## src/rtl/instr_loader_pkg.sv

```systemverilog
// Shared definitions for the MIPS program loader: opcode/funct encodings
// (matching the main decoder), request kind/ALU enums and FSM states.
package instr_loader_pkg;

    localparam logic [5:0] OP_RTYPE = 6'b000000;
    localparam logic [5:0] OP_LW    = 6'b100011;
    localparam logic [5:0] OP_SW    = 6'b101011;
    localparam logic [5:0] OP_BEQ   = 6'b000100;
    localparam logic [5:0] OP_ADDI  = 6'b001000;
    localparam logic [5:0] OP_J     = 6'b000010;

    localparam logic [5:0] FUNCT_ADD = 6'b100000;
    localparam logic [5:0] FUNCT_SUB = 6'b100010;
    localparam logic [5:0] FUNCT_AND = 6'b100100;
    localparam logic [5:0] FUNCT_OR  = 6'b100101;
    localparam logic [5:0] FUNCT_SLT = 6'b101010;

    typedef enum logic [2:0] {
        KIND_RTYPE = 3'd0,
        KIND_LW    = 3'd1,
        KIND_SW    = 3'd2,
        KIND_BEQ   = 3'd3,
        KIND_ADDI  = 3'd4,
        KIND_J     = 3'd5
    } kind_e;

    typedef enum logic [2:0] {
        ALU_ADD = 3'd0,
        ALU_SUB = 3'd1,
        ALU_AND = 3'd2,
        ALU_OR  = 3'd3,
        ALU_SLT = 3'd4
    } alu_e;

    typedef enum logic [1:0] {
        ST_IDLE = 2'd0,
        ST_LOAD = 2'd1,
        ST_DONE = 2'd2
    } state_e;

    // Map an R-type ALU selector to its funct field; unknown selectors give 0.
    function automatic logic [5:0] alu_funct(input logic [2:0] alu);
        logic [5:0] f;
        case (alu)
            ALU_ADD: f = FUNCT_ADD;
            ALU_SUB: f = FUNCT_SUB;
            ALU_AND: f = FUNCT_AND;
            ALU_OR:  f = FUNCT_OR;
            ALU_SLT: f = FUNCT_SLT;
            default: f = 6'b000000;
        endcase
        return f;
    endfunction

endpackage

```

## src/rtl/instr_loader_pack.sv

```systemverilog
// Combinational MIPS encoder: turns one abstract request into a 32-bit word.
// Optional feature macro: INSTR_LOADER_RANGE_CHECK_EN enables the branch /
// jump target range checks reported on range_bad.
module instr_pack
    import instr_loader_pkg::*;
(
    input  logic [2:0]  kind,
    input  logic [2:0]  alu,
    input  logic [4:0]  rs,
    input  logic [4:0]  rt,
    input  logic [4:0]  rd,
    input  logic [15:0] imm,
    input  logic [31:0] target,
    input  logic [31:0] pc,
    output logic [31:0] word,
    output logic        illegal,
    output logic        range_bad
);

`ifdef INSTR_LOADER_RANGE_CHECK_EN
    localparam logic RANGE_EN = 1'b1;
`else
    localparam logic RANGE_EN = 1'b0;
`endif

    logic [31:0]        diff;
    logic signed [31:0] off;
    logic               bad;

    // Encode the request; flag unknown kinds/ALU ops and out-of-range targets.
    always_comb begin
        word    = 32'h0000_0000;
        illegal = 1'b0;
        bad     = 1'b0;
        diff    = target - (pc + 32'd4);
        off     = $signed(diff) >>> 2;
        case (kind)
            KIND_RTYPE: begin
                word    = {OP_RTYPE, rs, rt, rd, 5'b00000, alu_funct(alu)};
                illegal = (alu > 3'd4);
            end
            KIND_LW:   word = {OP_LW, rs, rt, imm};
            KIND_SW:   word = {OP_SW, rs, rt, imm};
            KIND_ADDI: word = {OP_ADDI, rs, rt, imm};
            KIND_BEQ: begin
                word = {OP_BEQ, rs, rt, off[15:0]};
                // Misaligned target shows up in the low bits of the difference
                // because the next-PC is always word aligned.
                bad  = (diff[1:0] != 2'b00) ||
                       !((off[31:15] == 17'h00000) || (off[31:15] == 17'h1FFFF));
            end
            KIND_J: begin
                word = {OP_J, target[27:2]};
                bad  = (target[1:0] != 2'b00) || (target[31:28] != 4'b0000);
            end
            default: illegal = 1'b1;
        endcase
        range_bad = RANGE_EN & bad;
    end

endmodule

```

## src/rtl/instr_loader.sv

```systemverilog
// Program loader in front of the MIPS instruction memory: accepts requests,
// encodes them and writes consecutive slots, then releases the core.
// Optional feature macro: INSTR_LOADER_RANGE_CHECK_EN (see instr_pack).
module instr_loader
    import instr_loader_pkg::*;
#(
    parameter int DEPTH = 64,
    parameter int AW    = $clog2(DEPTH)
) (
    input  logic          clk,
    input  logic          reset_n,
    input  logic          start,
    input  logic          finish,
    input  logic          in_valid,
    output logic          in_ready,
    input  logic [2:0]    in_kind,
    input  logic [2:0]    in_alu,
    input  logic [4:0]    in_rs,
    input  logic [4:0]    in_rt,
    input  logic [4:0]    in_rd,
    input  logic [15:0]   in_imm,
    input  logic [31:0]   in_target,
    output logic          imem_we,
    output logic [AW-1:0] imem_addr,
    output logic [31:0]   imem_wdata,
    output logic [AW:0]   count,
    output logic          cpu_run,
    output logic          err
);

    localparam logic [AW:0] DEPTH_C = (AW + 1)'(DEPTH);

    state_e      state;
    logic [31:0] pc;
    logic [31:0] word;
    logic        illegal;
    logic        range_bad;
    logic        accept;

    // Ready depends only on registered state so there is no input-to-ready path.
    assign in_ready = (state == ST_LOAD) && (count < DEPTH_C);
    assign accept   = in_valid && in_ready;
    assign pc       = {{(32 - AW - 3){1'b0}}, count, 2'b00};

    instr_pack u_pack (
        .kind      (in_kind),
        .alu       (in_alu),
        .rs        (in_rs),
        .rt        (in_rt),
        .rd        (in_rd),
        .imm       (in_imm),
        .target    (in_target),
        .pc        (pc),
        .word      (word),
        .illegal   (illegal),
        .range_bad (range_bad)
    );

    // Session FSM, slot counter and registered memory write port.
    always_ff @(posedge clk) begin
        if (!reset_n) begin
            state      <= ST_IDLE;
            imem_we    <= 1'b0;
            imem_addr  <= '0;
            imem_wdata <= 32'h0000_0000;
            count      <= '0;
            cpu_run    <= 1'b0;
            err        <= 1'b0;
        end else begin
            imem_we <= 1'b0;
            case (state)
                ST_IDLE, ST_DONE: begin
                    if (start) begin
                        state   <= ST_LOAD;
                        count   <= '0;
                        err     <= 1'b0;
                        cpu_run <= 1'b0;
                    end
                end
                ST_LOAD: begin
                    if (accept) begin
                        if (illegal || range_bad) begin
                            err <= 1'b1;
                        end else begin
                            imem_we    <= 1'b1;
                            imem_addr  <= count[AW-1:0];
                            imem_wdata <= word;
                            count      <= count + 1'b1;
                        end
                    end
                    if (finish) begin
                        state   <= ST_DONE;
                        cpu_run <= 1'b1;
                    end
                end
                default: begin
                    state   <= ST_IDLE;
                    cpu_run <= 1'b0;
                end
            endcase
        end
    end

endmodule

```

## config.mk

```make
export PLATFORM = sky130hd
export DESIGN_NAME = instr_loader
export DESIGN_NICKNAME = d
export VERILOG_FILES = /design/src/rtl/instr_loader_pkg.sv /design/src/rtl/instr_loader_pack.sv /design/src/rtl/instr_loader.sv
export SDC_FILE = /design/constraint.sdc
export NUM_CORES = 1
export LEC_CHECK = 0
export ABC_AREA = 1
export CAP_MARGIN = 10
export CORE_UTILIZATION = 47
export CTS_CLUSTER_DIAMETER = 200
export DETAILED_ROUTE_END_ITERATION = 10
export GPL_ROUTABILITY_DRIVEN = 1
export PLACE_DENSITY = 0.87
export SLEW_MARGIN = 5
export SYNTH_ARGS = -nofsm -noshare
export SYNTH_HDL_FRONTEND = slang
export SYNTH_SLANG_ARGS = --single-unit
```

## constraint.sdc

```tcl
create_clock -name clk -period 6.2 [get_ports clk]
set_clock_uncertainty 0.15 [all_clocks]
set_input_delay 1.24 -clock clk [delete_from_list [all_inputs] [get_ports clk]]
set_output_delay 1.24 -clock clk [all_outputs]
set_load 0.02 [all_outputs]
```

# [Word-level counts from Yosys, hierarchy flattened]
# Index checks and enable logic that the tools add are counted.
[totals] input_bits=74 output_inout_bits=49 word_cells=59 mem_bits_rw=0 latch_bits=0 regBits=50 mem_bits_ro=0 mem_count=0
[classes] n_mul=0 eq_ne=16 order_cmp=2 mux=17 div=0 reduce_logical=13 add_sub_neg=3 bitwise_logic=1 shifts=0
[ops] cell="$pmux 32 s6" count=1
[ops] cell="$pmux 6 s5" count=1
[ops] cell="$mux 7" count=3
[ops] cell="$sub 18x18->18" count=1
[ops] cell="$pmux 7 s2" count=1
[ops] cell="$eq 3x2->1 const B" count=4
[ops] cell="$add 9x3->10 const B" count=1
[ops] cell="$ne 2x2->1 const B" count=5
[ops] cell="$eq 3x3->1 const B" count=3
[ops] cell="$reduce_and 4->1" count=2
[ops] cell="$add 7x1->7 const B" count=1
[ops] cell="$lt 7x7->1 const B" count=1
[ops] cell="$eq 3x1->1 const B" count=2
[ops] cell="$logic_not 3->1" count=2
[ops] cell="$pmux 1 s2" count=3
[ops] cell="$reduce_and 3->1" count=2
[ops] cell="$mux 1" count=5
[ops] cell="$reduce_or 5->1" count=1
[ops] cell="$mux 2" count=2
[ops] cell="$pmux 2 s2" count=1
[ops] cell="$gt 3x3->1 const B" count=1
[ops] cell="$eq 2x1->1 const B" count=1
[ops] cell="$eq 2x2->1 const B" count=1
[ops] cell="$logic_and 1x1->1" count=2
[ops] cell="5 further kinds" count=5

# [Longest topological paths before layout]
[logic_depth] depth_word=6 depth_mapped=19

# [Hierarchy]
# Synthesis repeated with hierarchy kept, for this count alone.
[unflattened] hier_cells=602 hier_area_um2=3819.9
[modules_own_cells] module="instr_loader" cells_per_inst=264 area_per_inst_um2=1941.9 seq_area_each_um2=1001.0 n_inst=1
[modules_own_cells] module="instr_pack" cells_per_inst=338 area_per_inst_um2=1878.1 seq_area_each_um2=0.0 n_inst=1

# [Worst setup path after synthesis]
# OpenSTA, ideal clock, no wires.
[synth_path] path_type="input to register" start="input port in_target[2]" end="register imem_wdata[12]" arrival_time_ns=2.697 path_slack_ns=3.283 t_required_ns=5.980 setup_time_ns=0.070 cell_stages=15 cell_sequence="inv_1 ha_1 inv_1 fa_1 nand2_1 nand2_1 nand3_1 nand2_1 nor2_1 nand2_1 nand2_1 inv_1 nand2_1 nand2_1 a21oi_1"
[synth_between] elab_chain_cells=2
[synth_rtl] element="start: declaration" line="instr_loader.sv:22" source="input logic [31:0] in_target,"
[synth_rtl] element="$sub 18x18->18" line="instr_loader_pack.sv:35" source="diff = target - (pc + 32'd4);"
[synth_rtl] element="$pmux 32 s6" line="instr_loader_pack.sv:37" source="case (kind)"
[synth_rtl] element="end signal: assignment" line="instr_loader.sv:87" source="imem_wdata <= word;"
[synth_rtl] element="end: declaration" line="instr_loader.sv:25" source="output logic [31:0] imem_wdata,"
# No other way between the ends.
# A chain may end at the register's enable or synchronous reset.

# [Worst setup path after layout]
[layout_path] start="input port in_kind[0]" end="register imem_wdata[11]"
[layout_between] elab_chain_cells=5 word_cells_on_any_way=11
[layout_rtl] element="start: declaration" line="instr_loader.sv:16" source="input logic [2:0] in_kind,"
[layout_rtl] element="$eq 3x1->1, or another cell as far along" line="instr_loader_pack.sv:37"
[layout_rtl] element="$reduce_or 5->1 (no source line)"
[layout_rtl] element="$pmux 1 s2" line="instr_loader_pack.sv:37"
[layout_rtl] element="$not 1->1 (no source line)"
[layout_rtl] element="$reduce_and 3->1 (no source line)"
# Parallel ways exist; a longest one is shown, timed or not.

==> impl_metrics.json <==
{
  "n_antenna_cell": 0,
  "rr_worst_depth": 19,
  "clk_latency_ns": 0.30,
  "viasPerCell": 5.53,
  "synth-seq-cells": 47,
  "die_w_um": 80.9,
  "dr.first_iter.drc_count": 241,
  "antenna_found_initial": 0,
  "clkSinkCount": 47,
  "dp_hpwl_um": 6750,
  "required_ns": 6.25,
  "clkTransAtPathRegs_ns": 0.10,
  "finalSetupViolCount": 0,
  "wl_um": 9360,
  "path_max_fanout": 55,
  "cellPowerDensity_nw_per_um2": 188,
  "yosysWarnings": 0,
  "period_needed_ns": 3.50,
  "area_growth_pct": 42.9,
  "post-cts-setup-buffers": 0,
  "async_flop_share_pct": 0,
  "final_util_pct": 70.3,
  "slew-limit-headroom_pct": 49.4,
  "die_h_um": 80.9,
  "register_area_sq_um": 941,
  "grt_max_degree": 56,
  "h-tree-depth": 2,
  "nets": 630,
  "first_pass_iters": 6,
  "routedWlPerCell_um": 15.0,
  "drv_slew": 0,
  "final.setup.tns_ns": 0,
  "worstSetupPathType": "in2reg",
  "synthXorXnorAreaFrac_pct": 1.50,
  "num_io_pins": 123,
  "drtAntennaViolNets": 0,
  "placementRows": 28,
  "synth_largest_area_cell": "dfxtp_1",
  "grt_pass1_wl_um": 14500,
  "drcViolationCount": 0,
  "synth_enable_flop_cells": 0,
  "cts_buffers": 5,
  "vias": 3438,
  "tightest_slew_ns": 0.759,
  "dp_worst_setup_slack_ns": 2.34,
  "yosys_most_used_dff": "dfxtp_1",
  "synth_top_family_by_area": "simple AND/OR/NAND/NOR gates",
  "setup_ws_ns": 2.70,
  "multiInputGateArea_sq_um": 1710,
  "worstHoldPathCells": 2,
  "ctsLongestPathBuffers": 2,
  "synthMuxAreaShare_pct": 0,
  "hold_class": "reg2reg",
  "initial_core_util_pct": 49.2,
  "ys_seq_area_share_pct": 32.1,
  "finalHoldViolations": 0,
  "cts_tree": "built",
  "min_period_over_period_pct": 56.5,
  "cts-root-buf": "clkbuf_8",
  "syn_nets": 526,
  "avgSynthCellArea_sq_um": 6.63,
  "yosys-top-cells-count": "nand2_1 (113), dfxtp_1 (47), nor2_1 (39), inv_1 (37), a21oi_1 (36)",
  "cp-start-kind": "input port",
  "fillCellCount": 497,
  "synth.distinct_cells": 36,
  "ys_top_cells_by_area": "dfxtp_1 (32%), nand2_1 (14%), a21oi_1 (6.2%)",
  "synth-simple-area-share_pct": 29.6,
  "arrival_ns": 3.55,
  "rsz0062_at_grt": "false",
  "cts.hold.buffers_added": 0,
  "syn_inst": 442,
  "drv_cap": 0,
  "first_global_vias": 3220,
  "gp_congestion": 0.924,
  "max-vdd-ir-drop_mv": 0.184,
  "cts.repair.resized": 0,
  "port_buffers": 115,
  "synth_fa_ha_area_share_pct": 4.53,
  "p_leak_nw": 1.69,
  "max_freq_mhz": 286,
  "die-area_sq_um": 6550,
  "core-area_sq_um": 5960,
  "yosysMostFrequentCell": "nand2_1",
  "outcome": "finished, final reports clean",
  "synth_compound_area_share_pct": 22.6,
  "grt_usage_pct": 29.1,
  "syn_area_sq_um": 2930,
  "grt-ovfl-total": 0,
  "crit_path_end_kind": "flop",
  "synth_top_area_share_pct": 32.1,
  "drive_gt1_share_pct": 5.30
}
## critical path: stages
cell	delay, ns
clkdlybuf4s50_1	0.55
nor2_4	0.32
nor2_1	0.07
nand2_1	0.11
nand2_4	0.09
nor2_8	0.58
inv_4	0.23
a211oi_1	0.24
a21oi_1	0.11
## metal layers
layer  part of all wire [%]  global-route usage [%]
met3                    6.7                    5.84
met4                    3.0                    12.7
met1                     41                    33.9
met2                     50                    51.4
met5                      0                       0
## through the flow
step,power (W),hold WS (ns),cell area (sq um),instances
2_1_floorplan,0.000448,0.385,2930,442
5_1_grt,0.000817,0.337,4190,622
3_3_place_gp,0.000538,0.303,4070,614
3_5_place_dp,0.000543,0.307,4070,614
6_report,0.000786,0.320,4190,622
4_1_cts,0.000783,0.321,4190,622
## state kept, by name (all words and copies together) (netlist names)
| signal | count |
|---|---|
| count | 7 |
| cpu_run | 1 |
| err | 1 |
| imem_addr | 6 |
| imem_wdata | 30 |
| imem_we | 1 |
| state | 1 |
## layout by cell type (no fill, tap or decap), types with 4 or more instances in the layout
cell             synthesis  layout
nand3_1                 24      24
xor2_1                   4       4
nand2_1                113     113
nor2_1                  39      39
a31oi_1                 16      16
inv_1                   37      37
clkdlybuf4s50_1          0     115
dfxtp_1                 47      47
o21ai_1                 28      28
a21oi_1                 36      36
ha_1                     9       9
or2_2                    5       5
o21ai_0                 24      24
a22oi_1                  7       7
nand4_1                  4       4
clkbuf_8                 0       6
## area by class of cell
type / count / share of cell area [%]
clock inverters: 2 / 0.837
repair buffers: 116 / 27.7
clock buffers: 6 / 1.97
inverters: 43 / 3.97
well taps: 75 / 2.24
flip-flops and latches: 47 / 22.5
multi-input cells: 333 / 40.8
## path summary, 6_finish.rpt
| check | startpoint | endpoint | slack, ns |
|---|---|---|---|
| max | in_kind[0] | imem_wdata[11] | 2.70 |
| min | err | err | 0.32 |
| min reg2reg | err | err | 0.32 |
| max reg2reg | count[0] | imem_wdata[12] | 3.14 |
## power breakdown
| part | leakage (nW) | internal, W | total (W) | switching, W |
|---|---|---|---|---|
| combinational | 1.24 | 0.0000979 | 0.000215 | 0.000117 |
| sequential | 0.382 | 0.000315 | 0.000325 | 0.00000998 |
| clock | 0.0612 | 0.000131 | 0.000245 | 0.000115 |
| total | 1.69 | 0.000544 | 0.000786 | 0.000242 |
## logic make-up after synthesis
kind of cell	after synthesis
AO/OA/AOI/OAI	120
XOR/XNOR	5
adder cells (fa/ha/maj)	10
other	1
flip-flops	47
AND/OR/NAND/NOR	197
buffers and inverters	62
No activity file was read; power rests on OpenSTA's default activity.
==> RTL change 1 (same settings) <==
The localparam `RANGE_EN` of `instr_pack` goes from 1'b0 to 1'b1.
--- a/src/rtl/instr_loader_pack.sv
+++ b/src/rtl/instr_loader_pack.sv
@@ -20,7 +20,7 @@
 `ifdef INSTR_LOADER_RANGE_CHECK_EN
     localparam logic RANGE_EN = 1'b1;
 `else
-    localparam logic RANGE_EN = 1'b0;
+    localparam logic RANGE_EN = 1'b1;
 `endif
 
     logic [31:0]        diff;
Formal check against the unedited RTL: not equivalent (Yosys sat finds a counterexample within 4 cycles, from zero or initial values and one cycle with reset_n low).
==> RTL change 1 against the original RTL <==
Register-to-register slack worse by 1.4 ns. Routed wire length rose by 44%. Power increased by 6.6%. Final area grew 27%. Critical path depth is 14 higher. Synthesized area increased by 36%. Count of clock-buffer cells in the layout is the same. Setup slack got worse by 1.3 ns. Sequential cell count did not move.
==> RTL change 1: results (changes against the original RTL) <==
PwrDens=158 nW/µm² (was 188 nW/µm²); Net count, final=877 (was 630); Largest stage delay, worst path=0.49 ns (was 0.58 ns); RR Endpoint=imem_wdata[15] (was imem_wdata[12]); clk pwr=201 µW (was 245 µW); Initial DRT Pass Iterations=5 (was 6); DP Wirelength=10800 µm (was 6750 µm); WHS Endpoint=imem_addr[5] (was err); syn_nets=770 (was 526); sequential fraction of the synthesis area=23.5% (was 32.1%); largest net degree at the start of global routing=58 (was 56); Final GP Congestion=1.08 (was 0.924); Initial Util=48.7% (was 49.2%); Power Sequential=330 µW (was 325 µW); Commonest cells post-synth=nand2_1, inv_1, nor2_1, nand3_1 (was nand2_1, dfxtp_1, nor2_1, inv_1, a21oi_1); vias in the first global route=4313 (was 3220); share of cells above drive strength 1=6.55% (was 5.30%); fillers=762 (was 497); RR Startpoint=count[1] (was count[0]); Unique masters post-synth=39 (was 36); first-pass GRT wire length=20300 µm (was 14500 µm); Leakage=2.31 nW (was 1.69 nW); XOR/XNOR Fraction of Synth Area=1.31% (was 1.50%); via count=5022 (was 3438); r2r setup slk=1.76 ns (was 3.14 ns); port bufs=121 (was 115); Worst Reg-to-Reg Cells=27 (was 19); outcome=finished, final reports clean (unchanged); critical hold path startpoint=imem_addr[5] (was err)
-- RTL change 1: worst min-delay path: stages, from the launching register on --
cell     delay, ns
dfxtp_1       0.32
inv_1         0.05
a21oi_1       0.05
-- RTL change 1: area by class of cell --
cell class	instances	area, µm²	share of cell area (%)
Multi-Input combinational cell	526	2570	48.4
Timing Repair Buffer	124	1230	23.2
Sequential cell	47	941	17.7
Inverter	89	334	6.30
Tap cell	105	131	2.48
Clock buffer	6	82.6	1.56
Clock inverter	2	16.3	0.307
-- RTL change 1: cells by family (layout without fill, tap and decap cells) --
logic type	Yosys count	after routing
other cells	1	1
fa+ha+maj	10	10
compound gates	113	113
buf+inv	113	221
simple gates	396	396
xor+xnor	6	6
flops	47	47
-- RTL change 1: how the worst max path moves through the flow --
stage / from / to / cells past startpoint
floorplan: in_target[2] / imem_wdata[28] / 23
global placement: in_target[2] / imem_wdata[0] / 23
CTS: in_target[2] / imem_wdata[15] / 23
detailed placement: in_target[2] / imem_wdata[3] / 23
finish: in_target[2] / imem_wdata[15] / 23
global route: in_target[2] / imem_wdata[15] / 23
-- RTL change 1: per-stage QoR --
stage	cell area, µm²	instances	worst slack [ns]	util, %	hold slack [ns]
final	5310	899	1.40	64.6	0.301
after global routing	5310	899	1.05	64.6	0.314
after CTS	5310	899	1.49	64.6	0.302
after detailed placement	5210	891	1.18	63.4	0.288
after global placement	5210	891	1.35	63.4	0.286
after floorplan	4000	686	2.48	-	0.370
-- RTL change 1: layer usage --
| layer | part of all wire (%) | GRT usage [%] | routed length, µm |
|---|---|---|---|
| met1 | 41 | 38.3 | 5500 |
| met2 | 47 | 49.6 | 6340 |
| met3 | 9.2 | 3.48 | 1240 |
| met4 | 2.7 | 10.1 | 360 |
| met5 | 0 | 0 | 0 |
==> RTL change 2 (same settings) <==
Without the edit above. Reset style: asynchronous (`reset_n`), changed in one clocked block.
--- a/src/rtl/instr_loader.sv
+++ b/src/rtl/instr_loader.sv
@@ -57,7 +57,7 @@
     );
 
     // Session FSM, slot counter and registered memory write port.
-    always_ff @(posedge clk) begin
+    always_ff @(posedge clk or negedge reset_n) begin
         if (!reset_n) begin
             state      <= ST_IDLE;
             imem_we    <= 1'b0;
Formal check against the unedited RTL: differs if reset_n is asserted again (counterexample within 4 cycles, from zero or initial values and one cycle with reset_n low); with reset_n held inactive, the same outputs for 4 cycles.
==> RTL change 2 against the original RTL <==
Non-clock buffer count shrank 1. Sequential cell count is the same. Fmax shrank 5.8%. Count of clock-buffer cells in the layout shrank 1. Final cell count shrank 3.2%. Final area grew 2.7%. Setup slack lost 0.22 ns. Routed wire length shrank 4.6%. Synthesized area grew 5.0%. Largest cell class unchanged.
Power is not compared: it rests on default switching activity, and its combinational part moved more than twofold at a synthesized area within 25%.
==> RTL change 2: results (changes against the original RTL) <==
CTS clk-pin slew, worst paths=0.08 ns (was 0.10 ns); largest net degree at the start of global routing=48 (was 56); total track usage=26.6% (was 29.1%); Async SR Flop Fraction=100% (was 0%); main area contributors after synthesis=dfrtp_1, nand2_1, nand3_1, inv_1, o21ai_0 (was dfxtp_1, nand2_1, a21oi_1, nor2_1, o21ai_1); adder-cell share of the synthesized area=4.31% (was 4.53%); vias in the first global route=3217 (was 3220); sequential fraction of the synthesis area=38.2% (was 32.1%); Unique masters post-synth=40 (was 36); DP Wirelength=6540 µm (was 6750 µm); syn_nets=503 (was 526); crit path max fanout=44 (was 55); Resized Gates After CTS=0 (unchanged); Commonest cells post-synth=nand2_1, dfrtp_1, nand3_1, inv_1, o21ai_0 (was nand2_1, dfxtp_1, nor2_1, inv_1, a21oi_1); Synth Area in Compound Gates=16.3% (was 22.6%); port bufs=115 (unchanged); critical path startpoint=in_kind[0] (unchanged); critical hold path startpoint=imem_wdata[27] (was err); H-tree depth=2 (unchanged); Max rail drop VDD=0.000266 V; XOR/XNOR Fraction of Synth Area=1.71% (was 1.50%); Initial DRT Pass Iterations=5 (was 6); initial antenna violation count=0 (unchanged); worst-margin pin slew=1.10 ns (was 0.759 ns); Net count, final=610 (was 630); via count=3259 (was 3438); RR Startpoint=count[0] (unchanged); first-pass GRT wire length=14900 µm (was 14500 µm); Final GP Congestion=0.921 (was 0.924); top_reg_cell synth=dfrtp_1 (was dfxtp_1); initial drt markers=263 (was 241); share of cells above drive strength 1=4.57% (was 5.30%); fillers=567 (was 497); DR WL/cell=14.8 µm (was 15.0 µm); outcome=finished, final reports clean (unchanged)
-- RTL change 2: changes by cell type in the layout (fill, tap and decap cells not counted), sizes merged, moves of 5 or more --
cell / delta
o21ai: -23
dfrtp: +47
a21oi: -25
nand3: +21
nor2: -17
inv: +5
nand2: +5
o22ai: +7
dfxtp: -47
o21a: +11
a31oi: -14
-- RTL change 2: path summary, 6_finish.rpt --
| path | endpoint | slack (ns) | cells past startpoint |
|---|---|---|---|
| worst min-delay path | imem_wdata[27] | 0.33 | 1 |
| min in group asynchronous | imem_wdata[9] | 1.00 | 1 |
| worst max register to register | imem_wdata[10] | 3.30 | 14 |
| worst max-delay path | imem_wdata[11] | 2.48 | 9 |
| worst min register to register | imem_wdata[27] | 0.33 | 1 |
| max in group asynchronous | imem_wdata[18] | 4.22 | 1 |
-- RTL change 2: cell type report --
class | instances | area (µm²) | area share (%)
multi-input combinational | 310 | 1620 | 37.8
tap | 77 | 96.3 | 2.24
clock buffer | 5 | 68.8 | 1.60
sequential | 47 | 1180 | 27.4
clock inverter | 1 | 7.51 | 0.175
timing repair buffer | 115 | 1150 | 26.7
inverter | 47 | 179 | 4.16
-- RTL change 2: logic make-up after synthesis --
logic type / after synthesis
compound gates: 80
xor+xnor: 6
fa+ha+maj: 10
buf+inv: 62
flops: 47
other cells: 1
simple gates: 213
-- RTL change 2: through the flow --
step	setup slack (ns)	hold slack, ns	std cells	utilization (%)	area (µm²)
floorplan	3.41	0.401	419	-	3080
global placement	2.27	0.310	596	66.5	4220
detailed placement	2.23	0.316	596	66.5	4220
CTS	2.54	0.338	602	67.7	4300
global route	2.29	0.356	602	67.7	4300
finish	2.48	0.333	602	67.7	4300
-- RTL change 2: worst max-delay path, cell delays in order --
cell and delay (ns):
clkdlybuf4s50_1 0.50, nor2_2 0.42, nand2_1 0.14, inv_2 0.18
nand2_2 0.12, nand3_4 0.38, inv_4 0.28, or2_2 0.35
a21boi_0 0.13
-- RTL change 2: routing by layer --
layer	up-vias	global-route usage [%]	share of wire (%)
met2	135	44.9	48
met3	25	5.96	7.1
met1	1511	33.6	43
met4	0	9.09	2.6
met5	-	0	0
li1	1588	-	-
-- RTL change 2: power by group --
group	internal, mW	leakage, nW	switching (mW)
registers	0.414	0.592	0.0635
logic	0.336	1.31	0.351
clock network	0.0750	0.0361	0.100
total	0.824	1.94	0.514
